==> config.mk <==
export PLATFORM = sky130hd
export DESIGN_NAME = rr_arbiter_flat
export DESIGN_NICKNAME = d
export VERILOG_FILES = /design/src/rtl/rr_arb_pkg.sv /design/src/rtl/rr_arbiter_if.sv /design/src/rtl/rr_arbiter_rotate_pick.sv /design/src/rtl/rr_arbiter.sv /design/src/flat_wrapper.sv
export SDC_FILE = /design/constraint.sdc
export NUM_CORES = 1
export LEC_CHECK = 0
export BUFFER_PORTS_ARGS = -buffer_cell sky130_fd_sc_hd__clkbuf_2
export CAP_MARGIN = 5
export CORE_UTILIZATION = 30
export DETAILED_ROUTE_END_ITERATION = 10
export GPL_TIMING_DRIVEN = 0
export PLACE_DENSITY = 0.5
export REMOVE_ABC_BUFFERS = 1
export SYNTH_ARGS = -nofsm -noshare
export SYNTH_HDL_FRONTEND = slang
export SYNTH_HIERARCHICAL = 1
export SYNTH_SLANG_ARGS = --single-unit
==> constraint.sdc <==
create_clock -name clk -period 4 [get_ports clk]
set_clock_uncertainty 0.1 [all_clocks]
set_input_delay 0.4 -clock clk [delete_from_list [all_inputs] [get_ports clk]]
set_output_delay 0.4 -clock clk [all_outputs]
set_load 0.01 [all_outputs]
==> src/rtl/rr_arb_pkg.sv <==
// Shared constants for the round-robin arbiter.
//   RR_NUM_REQ_DEF : default requester count
//   idx_w(n)       : width of an index into n requesters (at least 1 bit)
package rr_arb_pkg;
  localparam int RR_NUM_REQ_DEF = 4;

  function automatic int idx_w(input int n);
    return (n <= 2) ? 1 : $clog2(n);
  endfunction
endpackage

==> src/rtl/rr_arbiter_if.sv <==
// Request/grant bundle between the requesters and the arbiter.
//   req   : one bit per requester, driven by the masters
//   grant : registered one-hot (or zero) grant, driven by the arbiter
// modport master : requester side (drives req, sees grant)
// modport slave  : arbiter side (sees req, drives grant)
interface rr_arbiter_if
  import rr_arb_pkg::*;
#(
  parameter int NUM_REQ = RR_NUM_REQ_DEF
) ();
  logic [NUM_REQ-1:0] req;
  logic [NUM_REQ-1:0] grant;

  modport master (output req, input  grant);
  modport slave  (input  req, output grant);
endinterface

==> src/rtl/rr_arbiter_rotate_pick.sv <==
// Rotated priority encoder: returns the first set bit of req at or after
// start, wrapping from NUM_REQ-1 to 0.
//   req   : candidate vector
//   start : index searched first
//   found : any bit of req set
//   idx   : winning index (valid when found)
// The low half of a double-width vector holds req masked to indices >= start,
// the high half holds the full req; the lowest set bit of that vector is the
// first hit in cyclic order starting from start.
module rr_rotate_pick
  import rr_arb_pkg::*;
#(
  parameter  int NUM_REQ = RR_NUM_REQ_DEF,
  localparam int IW      = idx_w(NUM_REQ)
) (
  input  logic [NUM_REQ-1:0] req,
  input  logic [IW-1:0]      start,
  output logic               found,
  output logic [IW-1:0]      idx
);
  logic [NUM_REQ-1:0]   mask;
  logic [2*NUM_REQ-1:0] dbl;
  logic [IW:0]          pos;

  always_comb begin
    mask = '0;
    for (int i = 0; i < NUM_REQ; i++)
      mask[i] = (i >= int'(start));
    dbl   = {req, req & mask};
    found = |req;
    pos   = '0;
    // descending scan so the lowest set bit wins
    for (int i = 2*NUM_REQ-1; i >= 0; i--)
      if (dbl[i]) pos = (IW+1)'(i);
    if (int'(pos) >= NUM_REQ) idx = IW'(int'(pos) - NUM_REQ);
    else                      idx = IW'(int'(pos));
  end
endmodule

==> src/rtl/rr_arbiter.sv <==
// Registered round-robin arbiter with one-hot grant.
//   clk      : clock, rising edge
//   rst      : synchronous active-low reset
//   bus.req  : request vector (input)
//   bus.grant: registered grant, one-hot or zero (output)
// The grantee keeps the grant while it holds its request; on release the
// grant moves on the same edge to the next requester after the last grantee.
module rr_arbiter
  import rr_arb_pkg::*;
#(
  parameter  int NUM_REQ = RR_NUM_REQ_DEF,
  localparam int IW      = idx_w(NUM_REQ)
) (
  input  logic          clk,
  input  logic          rst,
  rr_arbiter_if.slave   bus
);
  logic [NUM_REQ-1:0] grant_q, grant_d;
  logic [IW-1:0]      last_q, last_d;
  logic [IW-1:0]      start;
  logic               hold;
  logic               found;
  logic [IW-1:0]      pick_idx;

  rr_rotate_pick #(.NUM_REQ(NUM_REQ)) u_pick (
    .req   (bus.req),
    .start (start),
    .found (found),
    .idx   (pick_idx)
  );

  always_comb begin
    // grant_q is one-hot or zero, so any overlap means the grantee still asks
    hold    = |(grant_q & bus.req);
    start   = (last_q == IW'(NUM_REQ-1)) ? '0 : last_q + IW'(1);
    grant_d = grant_q;
    last_d  = last_q;
    if (!hold) begin
      grant_d = '0;
      if (found) begin
        grant_d[pick_idx] = 1'b1;
        last_d            = pick_idx;
      end
    end
  end

  always_ff @(posedge clk) begin
    if (!rst) begin
      grant_q <= '0;
      last_q  <= IW'(NUM_REQ-1);
    end else begin
      grant_q <= grant_d;
      last_q  <= last_d;
    end
  end

  assign bus.grant = grant_q;
endmodule

==> src/flat_wrapper.sv <==
// flat-port wrapper written by rule: the top's interface ports become plain ports
module rr_arbiter_flat import rr_arb_pkg::*;
#(
  parameter  int NUM_REQ = RR_NUM_REQ_DEF,
  localparam int IW      = idx_w(NUM_REQ)
)
  (clk, rst, bus_req, bus_grant);
  rr_arbiter_if #(.NUM_REQ(NUM_REQ)) bus_i ();
  input  logic clk;
  input  logic rst;
  input wire logic [$bits(bus_i.req)-1:0] bus_req;
  output wire logic [$bits(bus_i.grant)-1:0] bus_grant;
  assign bus_i.req = bus_req;
  assign bus_grant = bus_i.grant;
  rr_arbiter #(.NUM_REQ(NUM_REQ)) u_core (.clk(clk), .rst(rst), .bus(bus_i));
endmodule
-- After elaboration in Yosys (flattened, before gate mapping)
Index checks and enable logic that the tools add are counted.
- reductions and logical operators: 4
- add/subtract/negate cells: 2
- multiplexer cells: 13
- bitwise logic cells: 3
- equality and inequality tests: 1
- magnitude comparators: 6
- operator list (operator ; count):
    $mux 3 ; 8
    $and 4x4->4 ; 2
    $reduce_or 4->1 ; 2
    $ge 1x2->1 const A ; 2
    $mux 2 ; 2
    $mux 4 ; 1
    $ge 3x3->1 const B ; 1
    $lt 2x3->1 const B ; 1
    $add 2x1->2 const B ; 1
    $demux 1 s2 ; 1
    $eq 2x2->1 const B ; 1
    $ge 2x1->1 const B ; 1
    $ge 2x2->1 const A ; 1
    $reduce_and 2->1 ; 1
    $sub 2x1->2 const B ; 1
    $logic_and 1x1->1 ; 1
    $mux 1 ; 1
    $not 1->1 ; 1
- flip-flop bits (word level): 6
- output and inout bits: 4

-- Longest topological paths before layout
Gate-level depths: netlist of run 1.
- depth after elaboration: 15
- depth in mapped cells: 8
- gate-level depth less buffers: 8

-- Modules after synthesis
The synthesis of run 1 kept the hierarchy.
- modules (own cells, without submodules) (module ; area each (um^2) ; sequential area each (um^2) ; cells an instance ; times used):
    rr_arbiter ; 322.8 ; 120.1 ; 32 ; 1
    rr_rotate_pick ; 77.6 ; 0.0 ; 12 ; 1

-- Worst setup path after synthesis of run 1
OpenSTA, ideal clock, no wires.
- path kind: flip-flop to flip-flop
- from: reg u_core.last_q[0]
- to: reg u_core.last_q[1]
- stages on the path, launching flop included: 6
- setup time: 0.122 ns
- arrival time: 1.460 ns
- period minus slack after synthesis: 1.682 ns
- slack: 2.318 ns
- data required time: 3.778 ns
- path through: dfxtp_1 ha_1 nor3b_1 a211oi_1 and2_1 a221o_1
- word-level cells in the longest chain between the ends: 9
- RTL lines (element ; RTL line ; source):
    start: declaration ; rr_arbiter.sv:19 ; logic [IW-1:0] last_q, last_d;
    start signal: assignment ; rr_arbiter.sv:50 ; last_q <= IW'(NUM_REQ-1);
    start signal: assignment ; rr_arbiter.sv:53 ; last_q <= last_d;
    $add 2x1->2 or $eq 2x2->1 (tied branches) ; rr_arbiter.sv:35 ; start = (last_q == IW'(NUM_REQ-1)) ? '0 : last_q + IW'(1);
    $mux 2 (*) ; rr_arbiter.sv:35 ;
    named net u_core.start[1] ; rr_arbiter.sv:20 ; logic [IW-1:0] start;
    $ge 2x2->1 ; rr_arbiter_rotate_pick.sv:28 ; mask[i] = (i >= int'(start));
    $and 4x4->4 (*) ; rr_arbiter_rotate_pick.sv:29 ; dbl = {req, req & mask};
    $mux 3 (2 in series) ; rr_arbiter_rotate_pick.sv:34 ; if (dbl[i]) pos = (IW+1)'(i);
    $mux 3 (*) ; rr_arbiter_rotate_pick.sv:34 ;
    $ge 3x3->1 or $sub 2x1->2 (tied branches) ; rr_arbiter_rotate_pick.sv:35 ; if (int'(pos) >= NUM_REQ) idx = IW'(int'(pos) - NUM_REQ);
    $mux 2 (*) ; rr_arbiter_rotate_pick.sv:35 ;
    named net u_core.pick_idx[1] ; rr_arbiter.sv:23 ; logic [IW-1:0] pick_idx;
Mark *: on every way through the listed nets, which the timed path passes. The rest lies on a longest branch.
A chain may end at the register's enable or synchronous reset.

-- Worst setup path in the final report of run 1
- from: reg u_core.last_q[0]
- to: reg u_core.grant_q[3], in the netlist u_core/bus.grant[3]
- word-level cells in the longest chain between the ends: 14
- RTL lines (element ; RTL line ; source):
    $add 2x1->2 or $eq 2x2->1 (tied branches) ; rr_arbiter.sv:35 ;
    $mux 2 (*) ; rr_arbiter.sv:35 ;
    named net u_core.start[0] ; rr_arbiter.sv:20 ;
    $ge 2x2->1 ; rr_arbiter_rotate_pick.sv:28 ;
    $and 4x4->4 (*) ; rr_arbiter_rotate_pick.sv:29 ;
    $mux 3 (2 in series) ; rr_arbiter_rotate_pick.sv:34 ;
    $mux 3 (*) ; rr_arbiter_rotate_pick.sv:34 ;
    $ge 3x3->1 or $sub 2x1->2 (tied branches) ; rr_arbiter_rotate_pick.sv:35 ;
    $mux 2 (*) ; rr_arbiter_rotate_pick.sv:35 ;
    named net u_core.pick_idx[0] ; rr_arbiter.sv:23 ;
    $lt 2x3->1 (implied by the code) or $ge 2x1->1 (tied branches) ; rr_arbiter.sv:41 ; grant_d[pick_idx] = 1'b1;
    $logic_and 1x1->1 (implied by the code) ; rr_arbiter.sv:41 ;
    $mux 1 (implied by the code) ; rr_arbiter.sv:41 ;
    $demux 1 s2 (*) ; -- ;
    $mux 4 (*) ; rr_arbiter.sv:40 ; if (found) begin
    end signal: assignment ; rr_arbiter.sv:52 ; grant_q <= grant_d;
    end: declaration ; rr_arbiter.sv:18 ; logic [NUM_REQ-1:0] grant_q, grant_d;
Marked as above.

==> results.md, run 1 <==
- Status: complete, no violations
- Hold depth: 3
- Relative max-transition margin: 78.06%
- Largest net degree at the start of global routing: 8
- CTS max path bufs: 2
- Leakage power: 0.2201 nW
- WP data arrival: 1.91 ns
- Worst Hold Path EP: u_core/bus.grant[0]
- TritonCTS Buffers: 3
- Pwr Total: 0.0003723 W
- Avg Synthesized Cell Area: 9.100 µm²
- FF-to-FF End: u_core/bus.grant[3]
- Post-detail-place hpwl: 672.2 µm
- Fin Setup TNS: 0 ns
- Fmax: 541.7 MHz
- IO Pins: 10
- Final hold vios: 0
- Sequential cell area fraction in the yosys report: 30.00%
- RR Startpoint: u_core/last_q[0]
- Setup Buffers After CTS: 0
- Minimum setup slack among reg-to-reg paths: 2.15 ns
- CTS Root Cell: clkbuf_4
- Hold path start: rst
- Vias per cell: 5.600
- Ys async rst share: 0%
- Critical-path cell list: ha_1 > nor2_1 > inv_1 > a22o_1 > a211oi_2 > nand4_1 > a21oi_1
- Initial antenna violation count: 0
- Post-synth EDFFs: 0
- Post-DP Area: 462.9 µm²
- Peak supply drop: 0.3316 mV
- Share of layout cells above drive strength 1: 28.57%
- Fin crit period: 1.846 ns
- Critical path data required time: 4.07 ns
- Core ar.: 0.001171 mm²
- H-Tree Depth: 1
- R2r worst-path depth: 7
- Fin. max-slew vios: 0
- Synthesized area: 400.4 µm²
- Total detailed-routing wirelength: 933 µm
- Dpl ws: 2.118 ns
- Number of buffers inserted by hold repair at cts: 0
- # Max-Cap Violations: 0
- Avg WL per Cell: 13.33 µm
- CP peak stage delay: 0.34 ns
- Remaining global-route overflow: 0
- Final WS setup: 2.154 ns
- Final core occ: 41.45%
- Overall routing resource usage: 16.27%
- Detail Route Antenna Nets: 0
- Post-CTS sizing: 0
- Min-delay worst type: in -> reg
- Nature of the critical path endpoint: register
- Area contributors post-synth: dfxtp_1 (30%), a22oi_4 (11%), a21oi_1 (7.5%)
- RSZ-0062 raised after global routing: no
- Clock sinks: 6
- Crit path kind: reg -> reg
- Routability congestion estimate: 0.7391
- Final instance area: 485.5 µm²
- Nets@finish: 65
- Flops & latches, synth: 6
- # DRC: 0
- Rows: 12
- Die Wd: 38.53 µm
- Die Y: 38.53 µm
- Tcrit/Tclk final: 46.15%
- Post-synth cell types: 20
- Die area: 0.001485 mm²
- Number of DRC markers in iteration 0: 6
- Yosys warns: 6
- Routed vias: 392
- Clk pin slew, worst setup/hold paths: 0.04 ns
- Port buffer count: 9
- Area delta synth->final: 21.25%
- Ant. Diodes: 0
- First-pass GRT wire length: 1587 µm
- Main synth FF type: dfxtp_1
- Slowest CP cell: a211oi_2
- Yosys top cell by area: dfxtp_1
- Number of iterations in the first detailed-routing pass: 4
- Worst Max-Slew Pin Slew: 0.3284 ns
- Crit path max fanout: 5
- Syn Inst Count: 44
- Startpoint types: register
- Top-area cell type share of the netlist area: 30.00%
- Setup violations, final: 0
- Vias in the first global route: 377
- CTS tree: built
- Clock Latency Late Sink: 0.24 ns
- Initial core utilization: 34.19%
- P per Cell Area: 766.9 mW/mm²
- Commonest cells in the netlist: a21oi_1 (6), dfxtp_1 (6), o21ai_0 (5)
-- sequential cells by signal (all words and copies together), names as in the netlist --
name              count
u_core/last_q         2
u_core/bus.grant      4
-- placed cells by master, fill, tap and decap left out, drive strengths merged --
master / instances
a21oi: 6
nor3b: 1
a221o: 2
o21ai: 5
nand4: 2
clkbuf: 12
nand2b: 1
a22o: 3
or4: 1
and2: 2
nor2: 2
nor2b: 1
dfxtp: 6
nand3: 2
a211oi: 2
inv: 3
ha: 1
a22oi: 2
nand4b: 2
-- layer usage --
metal	up-vias	GRT usage, %	share of wire, %
met5	-	0	0
met2	9	23.75	48
met4	0	7.759	0.43
li1	199	-	-
met1	182	20.21	46
met3	2	6.977	5.0
-- final cells by class --
type,count,area [µm²]
tap,14,17.52
inverter,3,11.26
sequential,6,120.1
multi-input combinational,35,269.0
timing repair buffer,9,45.04
clock buffer,3,22.52
fill,128,685.7
-- through the flow --
stage                     hold slack [ns]  cells
after floorplan                    0.3606     44
after global placement             0.3857     67
after detailed placement           0.4045     67
after CTS                          0.3747     70
after global routing               0.4087     70
final                              0.3839     70
-- worst max-delay path, delay by kind of cell, from the launching register on --
kind | cells | cell delay (ns)
AND/OR/NAND/NOR | 2 | 0.32
AO/OA/AOI/OAI | 3 | 0.75
flip-flops | 1 | 0.32
buffers and inverters | 1 | 0.08
adder cells (fa/ha/maj) | 1 | 0.19
-- cell families after synthesis --
family	share of synthesized area, %
simple gates	23.13
flops	30.00
buf+inv	2.812
compound gates	40.94
fa+ha+maj	3.125
-- worst max path at each step --
stage	from	end	slack, ns	depth (start not counted)
global placement	bus_req[3]	u_core/last_q[1]	2.13	4
CTS	u_core/last_q[0]	u_core/bus.grant[3]	2.16	7
global route	u_core/last_q[0]	u_core/bus.grant[3]	1.98	7
floorplan	u_core/last_q[0]	u_core/last_q[1]	2.32	5
finish	u_core/last_q[0]	u_core/bus.grant[3]	2.15	7
detailed placement	bus_req[3]	u_core/last_q[1]	2.12	4
-- power by group --
group | leakage [nW] | total, W | switching, W | internal, W
combinational | 0.157 | 0.000203 | 0.000108 | 0.0000948
sequential | 0.0495 | 0.000114 | 0.0000283 | 0.0000860
clock | 0.0138 | 0.0000548 | 0.0000209 | 0.0000339
Power figures use the tool's default switching activity.
==> run 2, diff against run 1 <==
- PLACE_DENSITY: 0.5 -> 0.52
- clock period: 4 -> 1.6 ns (I/O delays scaled with it)
==> results.md, run 2 (synthesis results as in run 1) <==
- Dpl ws: -0.1986 ns
- Fin Setup TNS: -0.4818 ns
- Share of layout cells above drive strength 1: 44.64%
- Most common cell after layout, fill and taps aside: clkbuf_2
- Nets@finish: 65
- Detail Route Antenna Nets: 0
- Avg WL per Cell: 14.11 µm
- WP data arrival: 1.78 ns
- H-Tree Depth: 1
- Min-delay worst type: in -> reg
- Remaining global-route overflow: 0
- CP peak stage delay: 0.36 ns
- Post-DP Area: 462.9 µm²
- # DRC: 0
- Startpoint types: register
- Core ar.: 0.001171 mm²
- RSZ-0062 raised after global routing: yes
- CTS Root Cell: clkbuf_4
- Placed cells: 67
- Final hold vios: 0
- Total detailed-routing wirelength: 988 µm
- IO Pins: 10
- Overall routing resource usage: 15.83%
- Die Y: 38.53 µm
- Non-Filler Instances: 70
- Ant. Diodes: 0
- Number of iterations in the first detailed-routing pass: 4
- Leakage power: 0.2298 nW
- Area delta synth->final: 35.63%
- Net Sw Frac: 42.77%
- Critical-path cell list: ha_4 > nor2_4 > inv_2 > a22o_1 > a211oi_4 > nand4_1 > a21oi_1
- Max reg flops: 4
- Failing checks: setup timing
- Worst Max-Slew Pin Slew: 0.2605 ns
- Slowest CP cell: dfxtp_4
- Clock sinks: 6
- Setup Buffers After CTS: 0
- Die Wd: 38.53 µm
- Vias per cell: 5.586
- Crit path kind: reg -> reg
- Port buffer count: 9
- Final WS setup: -0.09890 ns
- Clk pwr share: 13.2%
- Rows: 12
- Routed vias: 391
- Critical path data required time: 1.68 ns
- Initial core utilization: 34.19%
- Setup violations, final: 6
- # Max-Cap Violations: 0
- Fin. max-slew vios: 0
- Fin crit period: 1.699 ns
- Nature of the critical path endpoint: register
- Post-detail-place hpwl: 678 µm
- CTS tree: built
- TritonCTS Buffers: 3
- Largest net degree at the start of global routing: 8
- Pwr Total: 0.001118 W
- Switch Pwr: 0.0004780 W
- Initial antenna violation count: 0
- Status: finished with violations
- Clock Latency Late Sink: 0.25 ns
- Routability congestion estimate: 0.7677
- Peak supply drop: 0.8377 mV
- Die area: 0.001485 mm²
- Register share of total power: 27.6%
- Combinational power share: 59.2%
- Most frequent cells in the layout: clkbuf_2 (9), dfxtp_1 (5), o21ai_0 (4), a21oi_1 (4)
- Tcrit/Tclk final: 106.2%
- Number of buffers inserted by hold repair at cts: 0
- First-pass GRT wire length: 1545 µm
- Final instance area: 543.0 µm²
- Crit path max fanout: 5
- Number of DRC markers in iteration 0: 4
- Relative max-transition margin: 82.58%
- Vias in the first global route: 349
- Fmax: 588.6 MHz
- Clk pin slew, worst setup/hold paths: 0.05 ns
- CTS max path bufs: 2
- P per Cell Area: 2058 mW/mm²
- Int Power: 0.0006397 W
[run 2: layer usage]
metal  track usage (%)  vias to the layer above  routed length (µm)
met4             5.172                        0                   7
met1             19.23                      182                 455
li1                  -                      201                   -
met2             22.08                        6                 477
met3             10.47                        2                  48
met5                 0                        -                   0
[run 2: worst paths after layout]
kind,start,end,slack (ns),cells after the start
hold reg to reg,u_core/bus.grant[1],u_core/bus.grant[1],0.44,2
hold / removal,rst,u_core/bus.grant[1],0.13,3
setup / recovery,u_core/last_q[0],u_core/bus.grant[3],-0.1,7
setup reg to reg,u_core/last_q[0],u_core/bus.grant[3],-0.1,7
[run 2: layout make-up]
type	count	area, µm²
Multi-Input combinational cell	35	322.8
Fill cell	121	628.1
Timing Repair Buffer	9	45.04
Clock buffer	3	22.52
Inverter	3	11.26
Sequential cell	6	123.9
Tap cell	14	17.52
[run 2: power groups by stage]
stage	Sequential, W	Clock [W]	Combinational (W)
final	0.000308	0.000147	0.000662
after global routing	0.000317	0.000165	0.000719
after CTS	0.000309	0.000153	0.000586
after detailed placement	0.000290	0	0.000498
after global placement	0.000290	0	0.000498
after floorplan	0.000299	0	0.000363
[run 2: through the flow]
stage	hold slack (ns)	util, %
after floorplan	0.2541	-
final	0.1280	46.37
after CTS	0.1206	44.98
after global routing	0.1468	46.37
after global placement	0.3809	39.53
after detailed placement	0.3813	39.53
[run 2: critical path, delay by kind of cell (launching register included)]
kind	cells	cell delay [ns]
AOI/OAI and AO/OA	3	0.66
adders and majority gates	1	0.16
buffers and inverters	1	0.05
DFF	1	0.36
and+or+nand+nor	2	0.29
[run 2: timing repair]
| action | CTS | global route |
|---|---|---|
| pin swaps | 6 | 1 |
| resized for setup | 11 | 3 |
| setup endpoints to repair | 6 | 6 |
==> run 3, diff against run 2 <==
- SKIP_LAST_GASP: not set -> 1
==> results.md, run 3 (synthesis results as in run 1) <==
- Crit. Startpoint: u_core/last_q[0]
- Startpoint types: register
- Detail Route Antenna Nets: 0
- Max reg flops: 4
- Relative max-transition margin: 82.58%
- Int Power: 0.0006397 W
- Net Sw Frac: 42.77%
- Switch Pwr: 0.0004780 W
- Setup violations, final: 6
- Failing checks: setup timing
- H-Tree Depth: 1
- Crit path kind: reg -> reg
- CTS tree: built
- Register share of total power: 27.6%
- Total detailed-routing wirelength: 988 µm
- Rows: 12
- Hold path start: rst
- Clock sinks: 6
- Combinational power share: 59.2%
- Fin Setup TNS: -0.4818 ns
- RR Startpoint: u_core/last_q[0]
- Post-detail-place hpwl: 678 µm
- Clock Latency Late Sink: 0.25 ns
- Nature of the critical path endpoint: register
- Area of the multi-input gates: 322.8 µm²
- Overall routing resource usage: 15.83%
- Die area: 0.001485 mm²
- Number of iterations in the first detailed-routing pass: 4
- Routed vias: 391
- Initial antenna violation count: 0
- Clk pwr share: 13.2%
- Final WS setup: -0.09890 ns
- RSZ-0062 raised after global routing: yes
- Critical path data required time: 1.68 ns
- Number of DRC markers in iteration 0: 4
- Pwr Total: 0.001118 W
- Fmax: 588.6 MHz
- # DRC: 0
- Core ar.: 0.001171 mm²
- Status: finished with violations
- Initial core utilization: 34.19%
- Ant. Diodes: 0
- Register area: 123.9 µm²
- WP data arrival: 1.78 ns
- Leakage power: 0.2298 nW
- Largest net degree at the start of global routing: 8
- Vias in the first global route: 349
- Min-delay worst type: in -> reg
- Routability congestion estimate: 0.7677
- Clk pin slew, worst setup/hold paths: 0.05 ns
- Crit path max fanout: 5
- Number of buffers inserted by hold repair at cts: 0
- Vias per cell: 5.586
- Tcrit/Tclk final: 106.2%
- # Max-Cap Violations: 0
- Setup Buffers After CTS: 0
- Fin crit period: 1.699 ns
- Port buffer count: 9
- Post-DP Area: 462.9 µm²
- Final instance area: 543.0 µm²
- Avg WL per Cell: 14.11 µm
- P per Cell Area: 2058 mW/mm²
- CTS max path bufs: 2
- Peak supply drop: 0.8377 mV
- Final core occ: 46.37%
- Die Wd: 38.53 µm
- First-pass GRT wire length: 1545 µm
- IO Pins: 10
- Remaining global-route overflow: 0
- Dpl ws: -0.1986 ns
- Die Y: 38.53 µm
- Share of layout cells above drive strength 1: 44.64%
- Nets@finish: 65
- CTS Root Cell: clkbuf_4
- Most frequent cells in the layout: clkbuf_2 (9), dfxtp_1 (5), o21ai_0 (4), a21oi_1 (4)
- Most common cell after layout, fill and taps aside: clkbuf_2
- Area delta synth->final: 35.63%
- Fin. max-slew vios: 0
- Worst Max-Slew Pin Slew: 0.2605 ns
- Final hold vios: 0
- Fill count: 121
- TritonCTS Buffers: 3
## run 3: cell counts in the layout (fill, tap and decap cells not counted)
No cell type changed its count.
## run 3: final timing paths
kind | to | cells after the start | slack [ns]
setup / recovery | u_core/bus.grant[3] | 7 | -0.1
hold / removal | u_core/bus.grant[1] | 3 | 0.13
setup reg to reg | u_core/bus.grant[3] | 7 | -0.1
hold reg to reg | u_core/bus.grant[1] | 2 | 0.44
## run 3: cell type report
class / count / share of cell area, %
flip-flops and latches: 6 / 22.81
well taps: 14 / 3.226
repair buffers: 9 / 8.295
multi-input cells: 35 / 59.45
inverters: 3 / 2.074
clock buffers: 3 / 4.147
## run 3: timing repair
| action | in CTS | in global routing |
|---|---|---|
| setup endpoints to repair | 6 | 6 |
| gates resized for setup | 10 | 4 |
| pin swaps | 6 | 1 |
## run 3: per-layer routing
metal	global-route usage, %	wire length (µm)
met5	0	0
met4	5.172	7
met3	10.47	48
met2	22.08	477
met1	19.23	455
## run 3: power by group through the flow
stage               combinational, W  sequential [W]  clock (W)
floorplan                   0.000363        0.000299          0
global placement            0.000498        0.000290          0
detailed placement          0.000498        0.000290          0
CTS                         0.000584        0.000309   0.000153
global route                0.000719        0.000317   0.000165
finish                      0.000662        0.000308   0.000147
## run 3: metrics by stage
stage               hold WS [ns]  std cells
floorplan                 0.2541         44
global placement          0.3809         67
detailed placement        0.3813         67
CTS                       0.1206         70
global route              0.1468         70
finish                    0.1280         70
## run 3: worst max-delay path: stages (launching register included)
cell	delay (ns)
dfxtp_4	0.36
ha_4	0.16
nor2_4	0.14
inv_2	0.05
a22o_1	0.23
a211oi_4	0.28
nand4_1	0.15
a21oi_1	0.15
